--- src/rtl/icache_pkg.sv ---
// Shared types and derived geometry for the set-associative instruction cache.
package icache_pkg;

  typedef enum logic [0:0] {StIdle, StFetch} state_e;

  localparam int unsigned BYTE_OFF_W = 2;
  localparam int unsigned WORD_W     = 32;

  function automatic int unsigned offset_w(input int unsigned words);
    return $clog2(words);
  endfunction

  function automatic int unsigned index_w(input int unsigned sets);
    return $clog2(sets);
  endfunction

  function automatic int unsigned mem_addr_w(input int unsigned addr_w, input int unsigned words);
    return addr_w - BYTE_OFF_W - offset_w(words);
  endfunction

  function automatic int unsigned tag_w(input int unsigned addr_w, input int unsigned words,
                                        input int unsigned sets);
    return mem_addr_w(addr_w, words) - index_w(sets);
  endfunction

  function automatic int unsigned block_w(input int unsigned words);
    return WORD_W * words;
  endfunction

  // Select width that never collapses to zero for single-entry dimensions.
  function automatic int unsigned sel_w(input int unsigned n);
    return (n > 1) ? $clog2(n) : 1;
  endfunction

  function automatic bit is_pow2(input int unsigned n);
    return (n != 0) && ((n & (n - 1)) == 0);
  endfunction

  function automatic bit params_legal(input int unsigned addr_w, input int unsigned words,
                                      input int unsigned sets, input int unsigned ways);
    return is_pow2(words) && (words <= 16) && is_pow2(sets) &&
           ((ways == 1) || (ways == 2) || (ways == 4)) && (addr_w <= 32) &&
           (addr_w > BYTE_OFF_W + offset_w(words) + index_w(sets));
  endfunction

endpackage

--- src/rtl/icache_way.sv ---
// One cache way: per-set valid bit, tag and data block with fill write and bulk clear.
module icache_way #(
  parameter int unsigned IDX_W   = 2,
  parameter int unsigned TAG_W   = 4,
  parameter int unsigned BLOCK_W = 128
) (
  input  logic               clk,
  input  logic               reset,
  input  logic               clear,
  input  logic [IDX_W-1:0]   rd_index,
  output logic               rd_valid,
  output logic [TAG_W-1:0]   rd_tag,
  output logic [BLOCK_W-1:0] rd_block,
  input  logic               wr_en,
  input  logic [IDX_W-1:0]   wr_index,
  input  logic [TAG_W-1:0]   wr_tag,
  input  logic [BLOCK_W-1:0] wr_block
);

  localparam int unsigned Depth = 2 ** IDX_W;

  logic [Depth-1:0]   valid_q;
  logic [TAG_W-1:0]   tag_q  [Depth];
  logic [BLOCK_W-1:0] data_q [Depth];

  always_ff @(posedge clk) begin
    if (reset || clear) begin
      valid_q <= '0;
    end else if (wr_en) begin
      valid_q[wr_index] <= 1'b1;
    end
  end

  // Tag and data need no reset: they are qualified by the valid bit.
  always_ff @(posedge clk) begin
    if (wr_en) begin
      tag_q[wr_index]  <= wr_tag;
      data_q[wr_index] <= wr_block;
    end
  end

  assign rd_valid = valid_q[rd_index];
  assign rd_tag   = tag_q[rd_index];
  assign rd_block = data_q[rd_index];

endmodule

--- src/rtl/icache_sa.sv ---
// Set-associative instruction cache with round-robin replacement and synchronous flush.
// Defining ICACHE_STATS_EN adds saturating HIT_COUNT / MISS_COUNT outputs.
module icache_sa import icache_pkg::*; #(
  parameter int unsigned ADDR_W          = 10,
  parameter int unsigned WORDS_PER_BLOCK = 4,
  parameter int unsigned SETS            = 4,
  parameter int unsigned WAYS            = 2
) (
  input  logic                                           CLK,
  input  logic                                           RESET,
  input  logic [31:0]                                    PC,
  input  logic                                           FLUSH,
  output logic [31:0]                                    INSTRUCTION,
  output logic                                           BUSYWAIT,
`ifdef ICACHE_STATS_EN
  output logic [31:0]                                    HIT_COUNT,
  output logic [31:0]                                    MISS_COUNT,
`endif
  output logic                                           MEM_READ,
  output logic [mem_addr_w(ADDR_W, WORDS_PER_BLOCK)-1:0] MEM_ADDRESS,
  input  logic [block_w(WORDS_PER_BLOCK)-1:0]            MEM_READDATA,
  input  logic                                           MEM_BUSYWAIT
);

  localparam int unsigned OFFSET_W   = offset_w(WORDS_PER_BLOCK);
  localparam int unsigned INDEX_W    = index_w(SETS);
  localparam int unsigned MEM_ADDR_W = mem_addr_w(ADDR_W, WORDS_PER_BLOCK);
  localparam int unsigned TAG_W      = tag_w(ADDR_W, WORDS_PER_BLOCK, SETS);
  localparam int unsigned BLOCK_W    = block_w(WORDS_PER_BLOCK);
  localparam int unsigned OFF_SEL_W  = sel_w(WORDS_PER_BLOCK);
  localparam int unsigned IDX_SEL_W  = sel_w(SETS);
  localparam int unsigned PTR_W      = sel_w(WAYS);
  localparam int unsigned RR_DEPTH   = 2 ** IDX_SEL_W;

  localparam logic [ADDR_W-1:0]     OFF_MASK = ADDR_W'(WORDS_PER_BLOCK - 1);
  localparam logic [MEM_ADDR_W-1:0] IDX_MASK = MEM_ADDR_W'(SETS - 1);
  localparam logic [PTR_W-1:0]      PTR_MAX  = PTR_W'(WAYS - 1);

  if (!params_legal(ADDR_W, WORDS_PER_BLOCK, SETS, WAYS)) begin : g_bad_params
    $error("icache_sa: illegal ADDR_W/WORDS_PER_BLOCK/SETS/WAYS combination");
  end

  state_e                state_q;
  logic                  mem_read_q;
  logic [MEM_ADDR_W-1:0] mem_addr_q;
  logic [PTR_W-1:0]      victim_q;
  logic                  flush_pend_q;
  logic [PTR_W-1:0]      rr_q [RR_DEPTH];

  logic [ADDR_W-1:0]     pc_addr;
  logic [OFF_SEL_W-1:0]  offset;
  logic [MEM_ADDR_W-1:0] blk_addr;
  logic [IDX_SEL_W-1:0]  index;
  logic [TAG_W-1:0]      tag;
  logic [IDX_SEL_W-1:0]  fill_index;
  logic [TAG_W-1:0]      fill_tag;
  logic                  unused_pc;

  assign pc_addr    = PC[ADDR_W-1:0];
  assign unused_pc  = ^PC;
  assign offset     = OFF_SEL_W'((pc_addr >> BYTE_OFF_W) & OFF_MASK);
  assign blk_addr   = MEM_ADDR_W'(pc_addr >> (BYTE_OFF_W + OFFSET_W));
  assign index      = IDX_SEL_W'(blk_addr & IDX_MASK);
  assign tag        = TAG_W'(blk_addr >> INDEX_W);
  assign fill_index = IDX_SEL_W'(mem_addr_q & IDX_MASK);
  assign fill_tag   = TAG_W'(mem_addr_q >> INDEX_W);

  logic                  flush_now;
  logic                  flush_apply;
  logic                  fill_en;
  logic [WAYS-1:0]       way_valid;
  logic [WAYS-1:0]       way_hit;
  logic [WAYS-1:0]       way_we;
  logic [TAG_W-1:0]      way_tag   [WAYS];
  logic [BLOCK_W-1:0]    way_block [WAYS];

  assign flush_now   = FLUSH || flush_pend_q;
  assign flush_apply = (state_q == StIdle) && flush_now;
  assign fill_en     = (state_q == StFetch) && !MEM_BUSYWAIT;

  for (genvar w = 0; w < WAYS; w++) begin : g_way
    icache_way #(
      .IDX_W   (IDX_SEL_W),
      .TAG_W   (TAG_W),
      .BLOCK_W (BLOCK_W)
    ) u_way (
      .clk      (CLK),
      .reset    (RESET),
      .clear    (flush_apply),
      .rd_index (index),
      .rd_valid (way_valid[w]),
      .rd_tag   (way_tag[w]),
      .rd_block (way_block[w]),
      .wr_en    (way_we[w]),
      .wr_index (fill_index),
      .wr_tag   (fill_tag),
      .wr_block (MEM_READDATA)
    );
    assign way_hit[w] = way_valid[w] && (way_tag[w] == tag);
    assign way_we[w]  = fill_en && (victim_q == PTR_W'(w));
  end

  logic                  hit;
  logic [BLOCK_W-1:0]    hit_block;
  logic [31:0]           hit_word;
  logic [PTR_W-1:0]      victim;

  assign hit = |way_hit;

  always_comb begin
    hit_block = '0;
    for (int w = 0; w < WAYS; w++) begin
      if (way_hit[w]) hit_block = way_block[w];
    end
    hit_word = '0;
    for (int i = 0; i < WORDS_PER_BLOCK; i++) begin
      if (OFF_SEL_W'(i) == offset) hit_word = hit_block[i*WORD_W +: WORD_W];
    end
  end

  // Descending scan so the lowest-index invalid way overrides the pointer.
  always_comb begin
    victim = rr_q[index];
    for (int w = WAYS - 1; w >= 0; w--) begin
      if (!way_valid[w]) victim = PTR_W'(w);
    end
  end

  always_ff @(posedge CLK) begin
    if (RESET) begin
      state_q      <= StIdle;
      mem_read_q   <= 1'b0;
      mem_addr_q   <= '0;
      victim_q     <= '0;
      flush_pend_q <= 1'b0;
      for (int s = 0; s < RR_DEPTH; s++) rr_q[s] <= '0;
    end else begin
      unique case (state_q)
        StIdle: begin
          if (flush_now) begin
            flush_pend_q <= 1'b0;
            for (int s = 0; s < RR_DEPTH; s++) rr_q[s] <= '0;
          end else if (!hit) begin
            state_q    <= StFetch;
            mem_read_q <= 1'b1;
            mem_addr_q <= blk_addr;
            victim_q   <= victim;
          end
        end
        StFetch: begin
          if (FLUSH) flush_pend_q <= 1'b1;
          if (!MEM_BUSYWAIT) begin
            state_q          <= StIdle;
            mem_read_q       <= 1'b0;
            rr_q[fill_index] <= (rr_q[fill_index] == PTR_MAX) ? '0 : rr_q[fill_index] + 1'b1;
          end
        end
        default: state_q <= StIdle;
      endcase
    end
  end

  assign MEM_READ    = mem_read_q;
  assign MEM_ADDRESS = mem_addr_q;
  assign BUSYWAIT    = !RESET && ((state_q == StFetch) || (state_q == StIdle && !hit) || flush_now);
  assign INSTRUCTION = (!RESET && hit) ? hit_word : '0;

`ifdef ICACHE_STATS_EN
  logic [31:0] hit_cnt_q;
  logic [31:0] miss_cnt_q;

  always_ff @(posedge CLK) begin
    if (RESET) begin
      hit_cnt_q  <= '0;
      miss_cnt_q <= '0;
    end else begin
      if (state_q == StIdle && hit && !BUSYWAIT && hit_cnt_q != '1) begin
        hit_cnt_q <= hit_cnt_q + 32'd1;
      end
      if (state_q == StIdle && !hit && !flush_now && miss_cnt_q != '1) begin
        miss_cnt_q <= miss_cnt_q + 32'd1;
      end
    end
  end

  assign HIT_COUNT  = hit_cnt_q;
  assign MISS_COUNT = miss_cnt_q;
`endif

endmodule

--- config.mk ---
export PLATFORM = sky130hd
export DESIGN_NAME = icache_sa
export DESIGN_NICKNAME = d
export VERILOG_FILES = /design/src/rtl/icache_pkg.sv /design/src/rtl/icache_way.sv /design/src/rtl/icache_sa.sv
export SDC_FILE = /design/constraint.sdc
export NUM_CORES = 1
export LEC_CHECK = 0
export ABC_AREA = 1
export BUFFER_PORTS_ARGS = -buffer_cell sky130_fd_sc_hd__clkbuf_2
export CORE_UTILIZATION = 40
export DETAILED_ROUTE_END_ITERATION = 8
export PLACE_DENSITY_LB_ADDON = 0.05
export RECOVER_POWER = 50
export SYNTH_ARGS = -nofsm -noshare
export SYNTH_HDL_FRONTEND = slang
export SYNTH_SLANG_ARGS = --single-unit
--- constraint.sdc ---
create_clock -name CLK -period 21.6 [get_ports CLK]
set_input_delay 4.32 -clock CLK [delete_from_list [all_inputs] [get_ports CLK]]
set_output_delay 4.32 -clock CLK [all_outputs]
set_load 0.03 [all_outputs]
==> out/metrics.csv, run 1 <==
stage,metric,value,unit
critical_path,Worst setup EP type,output port,
global_route,vias in the first global route,27400,
sta,"Worst Setup Slack, final",7.98,ns
sta,RSZ-0062 raised after global routing,no,
yosys,Yosys reg bits,1080,
sta,max-slew violation count,111,
sta,Tightest Pin Transition,3.69,ns
sta,final setup vio count,0,
critical_path,Setup crit start kind,input pin,
global_route,initial antenna violation count,28,
sta,fmax,0.0734,GHz
sta,final cycle utilization of the critical path,63.0,%
floorplan,CORE AREA,106000,µm²
placement,Post-DP HPWL,61200,µm
critical_path,CP Max Fanout,143,
sta,endpoints failing hold,0,
route,initial drt markers,2136,
yosys,cell taking the most area after synthesis,edfxtp_1,
floorplan,FP Rows,119,
yosys,number of warnings issued by yosys,0,
route,vias per cell,5.47,
yosys,syn avg cell area,12.6,µm²
route,vias,27500,
cts,Post-CTS Setup Repair Bufs,0,
run,Max Cap Violations,3,
global_route,gr ovfl total,0,
status,failing checks,"max-capacitance violations, max-slew violations",
placement,Port Buf Inserts,179,
global_route,grt met2 use,36.2,%
cells_and_area,multi-input logic area,9680,µm²
cts,Post-CTS Hold Fix Bufs,0,
cts,worst skew pair latency,0.69,ns
cells_and_area,Nets,3690,
floorplan,Die X,330,µm
placement,Post-Place Worst Slack,8.02,ns
yosys,"Net Count, Synth",3573,
cells_and_area,Final Instance Area,48900,µm²
placement,Final Wtd Congestion,0.734,
power_and_ir_drop,worst vdd ir,0.0000612,V
power_and_ir_drop,P_leak,0.0163,µW
cts,CTS Buffer Depth,3,
route,1st-pass router iterations,7,
global_route,GR peak layer,met2,
sta,slew margin rel.,-146,%
yosys,mapped cell area,43100,µm²
yosys,register area share after synthesis,74.9,%
critical_path,WS Path Type,input pin to output port,
global_route,Total GRT Usage,22.0,%
global_route,global-route track usage on met1,30.0,%
cells_and_area,fill cell count,9418,
cts,Resized cells post-CTS,0,
placement,placed inst area,45200,µm²
yosys,Mapped Cells,3409,
route,WL/cell,23.9,µm
sta,Hold Slack,0.468,ns
cts,Inserted Clock Buffers,116,
cells_and_area,share of cells above drive strength 1,8.20,%
cells_and_area,Sequential Area,32200,µm²
power_and_ir_drop,Pwr per Cell Area,93.6,nW/µm²
worst_hold_path,HP Class,flip-flop to flip-flop,
route,DRC,0,
cts,Root Driver,clkbuf_16,
critical_path,"Arr. time, crit path",9.30,ns
yosys,top-area cell type share of the netlist area,73.9,%
cts,Clock Sinks,1080,
sta,Final Skew,0.0128,ns
route,post-route ant nets,0,
sta,final critical-path required period,13.62,ns
floorplan,Boundary Pins,204,
global_route,first-pass GRT wire length,177000,µm
power_and_ir_drop,Final Total Pwr,4580,µW
cts,clk slew on worst S/H paths,0.06,ns
yosys,Synth cell types,41,
sta,TNS Setup,0,ns
global_route,M3 GR Usage,3.95,%
cts,CTS tree,yes,
cts,maximum level of the CTS H-tree,3,
cells_and_area,Layout area overhead,13.5,%
route,drt total wl,120000,µm
floorplan,Starting Density,40.6,%
floorplan,die area,109000,µm²
floorplan,die height,330,µm
status,status,finished with violations,
yosys,Synth area leaders,"edfxtp_1 74%, nand2_1 5.5%, nor2_1 4.5%, o21ai_0 3.5%, nand3_1 2.3%",
critical_path,"Req. time, crit path",17.28,ns
global_route,largest net degree at the start of global routing,215,
report_power, final:
part,internal (µW),switching [µW]
clock network,1200,806
logic,60.3,179
registers,2320,6.37
kinds of logic after synthesis:
family	synth area share, %
XOR/XNOR	0.0581
AND/OR/NAND/NOR	12.9
buffers and inverters	2.83
AO/OA/AOI/OAI	9.31
flip-flops	74.9
path summary, 6_finish.rpt:
kind / start / endpoint / slack (ns) / cells after the start
worst min register to register: g_way[0].u_way.valid_q[0] / g_way[0].u_way.valid_q[0] / 0.47 / 2
worst min-delay path: g_way[0].u_way.valid_q[0] / g_way[0].u_way.valid_q[0] / 0.47 / 2
worst max register to register: state_q / g_way[0].u_way.data_q[3][115] / 16.59 / 8
worst max-delay path: PC[4] / INSTRUCTION[0] / 7.98 / 15
state kept, by name (all words and copies together), names as in the netlist, named ones only:
signal,cells
g_way.u_way.data_q,1024
g_way.u_way.tag_q,32
g_way.u_way.valid_q,8
MEM_ADDRESS,6
rr_q,4
MEM_READ,1
flush_pend_q,1
state_q,1
victim_q,1
cells in the mapped netlist:
master,instances
buf_6,7
xor2_1,1
nand2_2,1
buf_2,84
nor2_4,1
inv_2,2
nand3_4,1
a21boi_0,1
o31ai_1,5
a21oi_1,121
nor2_2,2
o311ai_0,11
or2_2,17
edfxtp_1,1060
o22a_1,1
dfxtp_1,20
clkinv_1,2
a21oi_4,1
nand3b_4,1
a32o_1,37
o22ai_1,98
a22o_1,3
inv_1,45
o21ai_2,1
a22oi_1,18
o221ai_1,33
clkbuf_1,115
buf_4,9
buf_1,10
nand4_1,14
nand3_1,195
nor2_1,512
o21ai_0,305
a21o_1,3
nand2_1,634
nand3b_1,1
a32oi_1,9
o21ai_1,12
nor2_8,1
o211ai_1,14
xor2_2,1
through the flow:
step           utilization, %  instances
6_report                 46.1       5021
5_1_grt                  46.1       5019
4_1_cts                  46.3       5015
3_5_place_dp             42.6       4799
3_3_place_gp             42.6       4799
2_1_floorplan               -       3409
critical path: stages:
cell and delay (ns):
buf_8 0.21, inv_8 0.70, buf_4 0.70, nand2_1 0.10
nand3_1 0.10, nand2_1 0.10, xor2_2 0.81, nand3_4 0.41
buf_4 0.51, nor2_1 0.18, nor2_1 0.05, nand2_1 0.30
nand2_1 0.11, nor2_1 0.23, clkbuf_2 0.25
area by class of cell:
type / instances / area share [%]
flip-flops and latches: 1080 / 65.9
clock buffers: 144 / 6.33
clock inverters: 72 / 1.58
multi-input cells: 2055 / 19.8
well taps: 1391 / 3.56
inverters: 49 / 0.407
repair buffers: 224 / 2.36
diodes: 6 / 0.0307
cell usage in the layout, fill, tap and decap left out, drive strengths merged:
cell	instances
nand3	196
a32o	37
o31ai	5
clkinvlp	3
nand4	14
o22a	1
o22ai	98
a21oi	122
o311ai	11
nor2	516
clkinv	52
buf	43
bufinv	16
nand2	635
o211ai	14
diode	6
o21ai	318
inv	50
o221ai	33
xor2	2
a21boi	1
a32oi	9
a21o	3
or2	17
a22o	3
a22oi	18
edfxtp	1060
clkbuf	325
dfxtp	20
nand3b	2
metal layers:
metal | part of all wire (%) | up-vias
met5 | 0.15 | -
met4 | 2.5 | 28
met3 | 5.3 | 205
met2 | 48 | 705
met1 | 45 | 13900
li1 | - | 12700
Note: power is estimated with default switching activity, not from simulation.
==> inputs of run 2 (changes only) <==
--- a/config.mk
+++ b/config.mk
@@ -5,7 +5,7 @@
 export SDC_FILE = /design/constraint.sdc
 export NUM_CORES = 1
 export LEC_CHECK = 0
-export ABC_AREA = 1
+export ABC_AREA = 0
 export BUFFER_PORTS_ARGS = -buffer_cell sky130_fd_sc_hd__clkbuf_2
 export CORE_UTILIZATION = 40
 export DETAILED_ROUTE_END_ITERATION = 8
==> constraint.sdc (replaced) <==
create_clock -name CLK -period 11.1 [get_ports CLK]
set_input_delay 2.22 -clock CLK [delete_from_list [all_inputs] [get_ports CLK]]
set_output_delay 2.22 -clock CLK [all_outputs]
set_load 0.03 [all_outputs]
==> run 2 against run 1 <==
Effect of this change: the flow still finishes with violations (max-capacitance violations, max-slew violations); count of clock-buffer cells in the layout rose by 9; register-to-register slack worse by 9.2 ns; final cell count fell by 32%; die area shrank 4.4%; critical path depth is 6 lower; non-clock buffer count down 10; core utilization grew 0.072 points; global-route usage fell by 3.6 points; routed wire length down 22%; via count fell by 32%.
==> out/metrics.csv, run 2 <==
stage,metric,value,unit
cts,CTS tree,yes,
sta,Hold Slack,0.462,ns
floorplan,CORE AREA,102000,µm²
cts,Root Driver,clkbuf_16,
sta,endpoints failing hold,0,
sta,final setup vio count,0,
cts,maximum level of the CTS H-tree,3,
cells_and_area,Largest regs,"g_way.u_way.data_q x1024, g_way.u_way.tag_q x32, g_way.u_way.valid_q x8",
route,DRC,0,
sta,Final Skew,0.0143,ns
worst_hold_path,HP Class,flip-flop to flip-flop,
critical_path,"Req. time, crit path",8.88,ns
floorplan,die area,104000,µm²
sta,slew margin rel.,-31.2,%
cts,Inserted Clock Buffers,114,
cells_and_area,Sequential Area,32200,µm²
sta,max-slew violation count,33,
route,WL/cell,27.5,µm
global_route,first-pass GRT wire length,138000,µm
route,1st-pass router iterations,5,
yosys,ys async rst share,0,%
power_and_ir_drop,worst vdd ir,0.000126,V
route,vias per cell,5.44,
sta,Tightest Pin Transition,1.97,ns
critical_path,WS Path Type,input pin to output port,
yosys,"EDFF count, synth",1060,
cells_and_area,"most common cell after layout, fill and taps aside",edfxtp_1,
placement,Post-Place Worst Slack,2.32,ns
cells_and_area,number of flip-flops under the largest register name,1024,
global_route,initial antenna violation count,19,
sta,TNS Setup,0,ns
power_and_ir_drop,Internal Power,6740,µW
cells_and_area,multi-input logic area,8500,µm²
floorplan,Die X,323,µm
cells_and_area,Layout area overhead,14.4,%
cts,CTS Buffer Depth,3,
cts,worst skew pair latency,0.68,ns
critical_path,CP Max Fanout,63,
yosys,register area share after synthesis,78.4,%
cells_and_area,share of cells above drive strength 1,27.6,%
yosys,"Net Count, Synth",1872,
placement,Post-DP HPWL,48300,µm
route,initial drt markers,1404,
cts,Resized cells post-CTS,0,
sta,final critical-path required period,8.60,ns
critical_path,"Arr. time, crit path",6.38,ns
critical_path,worst r2r src,state_q,
yosys,Mapped Cells,1708,
yosys,top-area cell type share of the netlist area,77.4,%
yosys,synth cell count leaders,"1060 x edfxtp_1, 306 x mux4_2, 49 x clkbuf_1, 49 x nor2_1, 32 x buf_2",
power_and_ir_drop,Seq pwr share,53.4,%
status,failing checks,"max-capacitance violations, max-slew violations",
power_and_ir_drop,Switching Share,20.4,%
cells_and_area,Nets,2110,
yosys,syn avg cell area,24.1,µm²
critical_path,"Cell Chain, Critical Path",buf_8 > mux4_2 > xnor2_1 > o2111ai_2 > nor2_4 > buf_4 > nand3_1 > a221oi_1 > clkbuf_2,
cts,clk slew on worst S/H paths,0.06,ns
sta,"Worst Setup Slack, final",2.50,ns
route,drt total wl,93800,µm
route,post-route ant nets,0,
yosys,Yosys reg bits,1080,
placement,Port Buf Inserts,179,
global_route,gr ovfl total,0,
critical_path,Setup crit start kind,input pin,
placement,Final Wtd Congestion,0.699,
power_and_ir_drop,combinational share of power,4.2,%
global_route,vias in the first global route,19900,
power_and_ir_drop,P_sw,1730,µW
cells_and_area,most frequent cells in the layout,"1060 x edfxtp_1, 306 x mux4_2, 162 x clkbuf_1",
route,vias,18600,
cts,Post-CTS Setup Repair Bufs,0,
sta,RSZ-0062 raised after global routing,no,
power_and_ir_drop,Pwr per Cell Area,180,nW/µm²
yosys,cell taking the most area after synthesis,edfxtp_1,
global_route,largest net degree at the start of global routing,123,
cells_and_area,Biggest register,g_way.u_way.data_q,
run,Max Cap Violations,2,
floorplan,die height,323,µm
yosys,Synth cell types,43,
yosys,prevailing post-synth register cell,edfxtp_1,
floorplan,Starting Density,40.4,%
floorplan,FP Rows,117,
floorplan,Boundary Pins,204,
worst_hold_path,hold path start,g_way[1].u_way.valid_q[2],
global_route,Total GRT Usage,18.4,%
cells_and_area,fill cell count,8607,
critical_path,slowest CP cell,nor2_4,
critical_path,Worst setup EP type,output port,
cts,Clock Sinks,1080,
critical_path,delay of the slowest critical-path stage,1.01,ns
status,status,finished with violations,
sta,final cycle utilization of the critical path,77.5,%
yosys,Synth area leaders,"edfxtp_1 77%, mux4_2 17%, dfxtp_1 0.97%, mux2i_1 0.73%, a22oi_1 0.46%",
power_and_ir_drop,Final Total Pwr,8470,µW
yosys,"count leader, synth",edfxtp_1,
yosys,mapped cell area,41100,µm²
sta,fmax,0.116,GHz
cts,Post-CTS Hold Fix Bufs,0,
yosys,number of warnings issued by yosys,0,
power_and_ir_drop,P_leak,0.0145,µW
cells_and_area,utilization after layout,46.2,%
power_and_ir_drop,Clk pwr share,42.4,%
critical_path,CP Launch Point,PC[4],
-- run 2: changes by cell type after synthesis, moves of 30 or more --
cell,before,now
inv_1,45,2
a32o_1,37,0
o21ai_0,305,9
o22ai_1,98,1
buf_2,84,32
nand3_1,195,7
clkbuf_1,115,49
a21oi_1,121,4
nor2_1,512,49
mux2i_1,0,30
mux4_2,0,306
nand2_1,634,12
-- run 2: critical path, delay by kind of cell --
kind                      cells  cell delay, ns
AOI/OAI and AO/OA             2            0.86
and+or+nand+nor               2            1.15
xor gates and xnor gates      1            0.21
buffers and inverters         3            1.24
muxes                         1            0.61
-- run 2: worst paths after layout --
| check | endpoint | slack (ns) | cells after the start |
|---|---|---|---|
| min reg2reg | g_way[1].u_way.valid_q[2] | 0.46 | 1 |
| max reg2reg | g_way[1].u_way.data_q[2][48] | 7.35 | 5 |
| max | INSTRUCTION[10] | 2.50 | 9 |
| min | g_way[1].u_way.valid_q[2] | 0.46 | 1 |
-- run 2: per-layer routing --
metal  vias up  part of all wire, %  track usage (%)
li1       7866                    -                -
met5         -                 0.16                0
met4        24                  1.9             4.93
met1     10100                   44             25.6
met2       400                   48             29.4
met3       147                  5.8             3.96
-- run 2: final cells by class --
class                           count  share of cell area, %
Antenna cell                        1                0.00532
Clock inverter                     62                  0.862
Multi-Input combinational cell    533                   18.1
Timing Repair Buffer              214                   2.27
Sequential cell                  1080                   68.5
Clock buffer                      153                   6.64
Tap cell                         1368                   3.64
Inverter                            3                 0.0293
-- run 2: cell families after synthesis --
| family | after synthesis | share of synthesized area, % |
|---|---|---|
| DFF | 1080 | 78.4 |
| and+or+nand+nor | 94 | 1.03 |
| AOI/OAI and AO/OA | 82 | 1.55 |
| muxes | 345 | 17.7 |
| xor gates and xnor gates | 12 | 0.256 |
| buffers and inverters | 95 | 1.06 |
-- run 2: through the flow --
step                      area, µm²  std cells
after global routing          47100       3413
after floorplan               41100       1708
after CTS                     47200       3413
final                         47100       3414
after detailed placement      43700       3198
after global placement        43700       3198
-- run 2: power by group through the flow --
| stage | logic (µW) | clock network, µW | registers [µW] |
|---|---|---|---|
| after floorplan | 221 | 0 | 4620 |
| after global placement | 363 | 0 | 4610 |
| after detailed placement | 370 | 0 | 4610 |
| after CTS | 371 | 3700 | 4520 |
| after global routing | 385 | 3840 | 4520 |
| final | 352 | 3590 | 4520 |
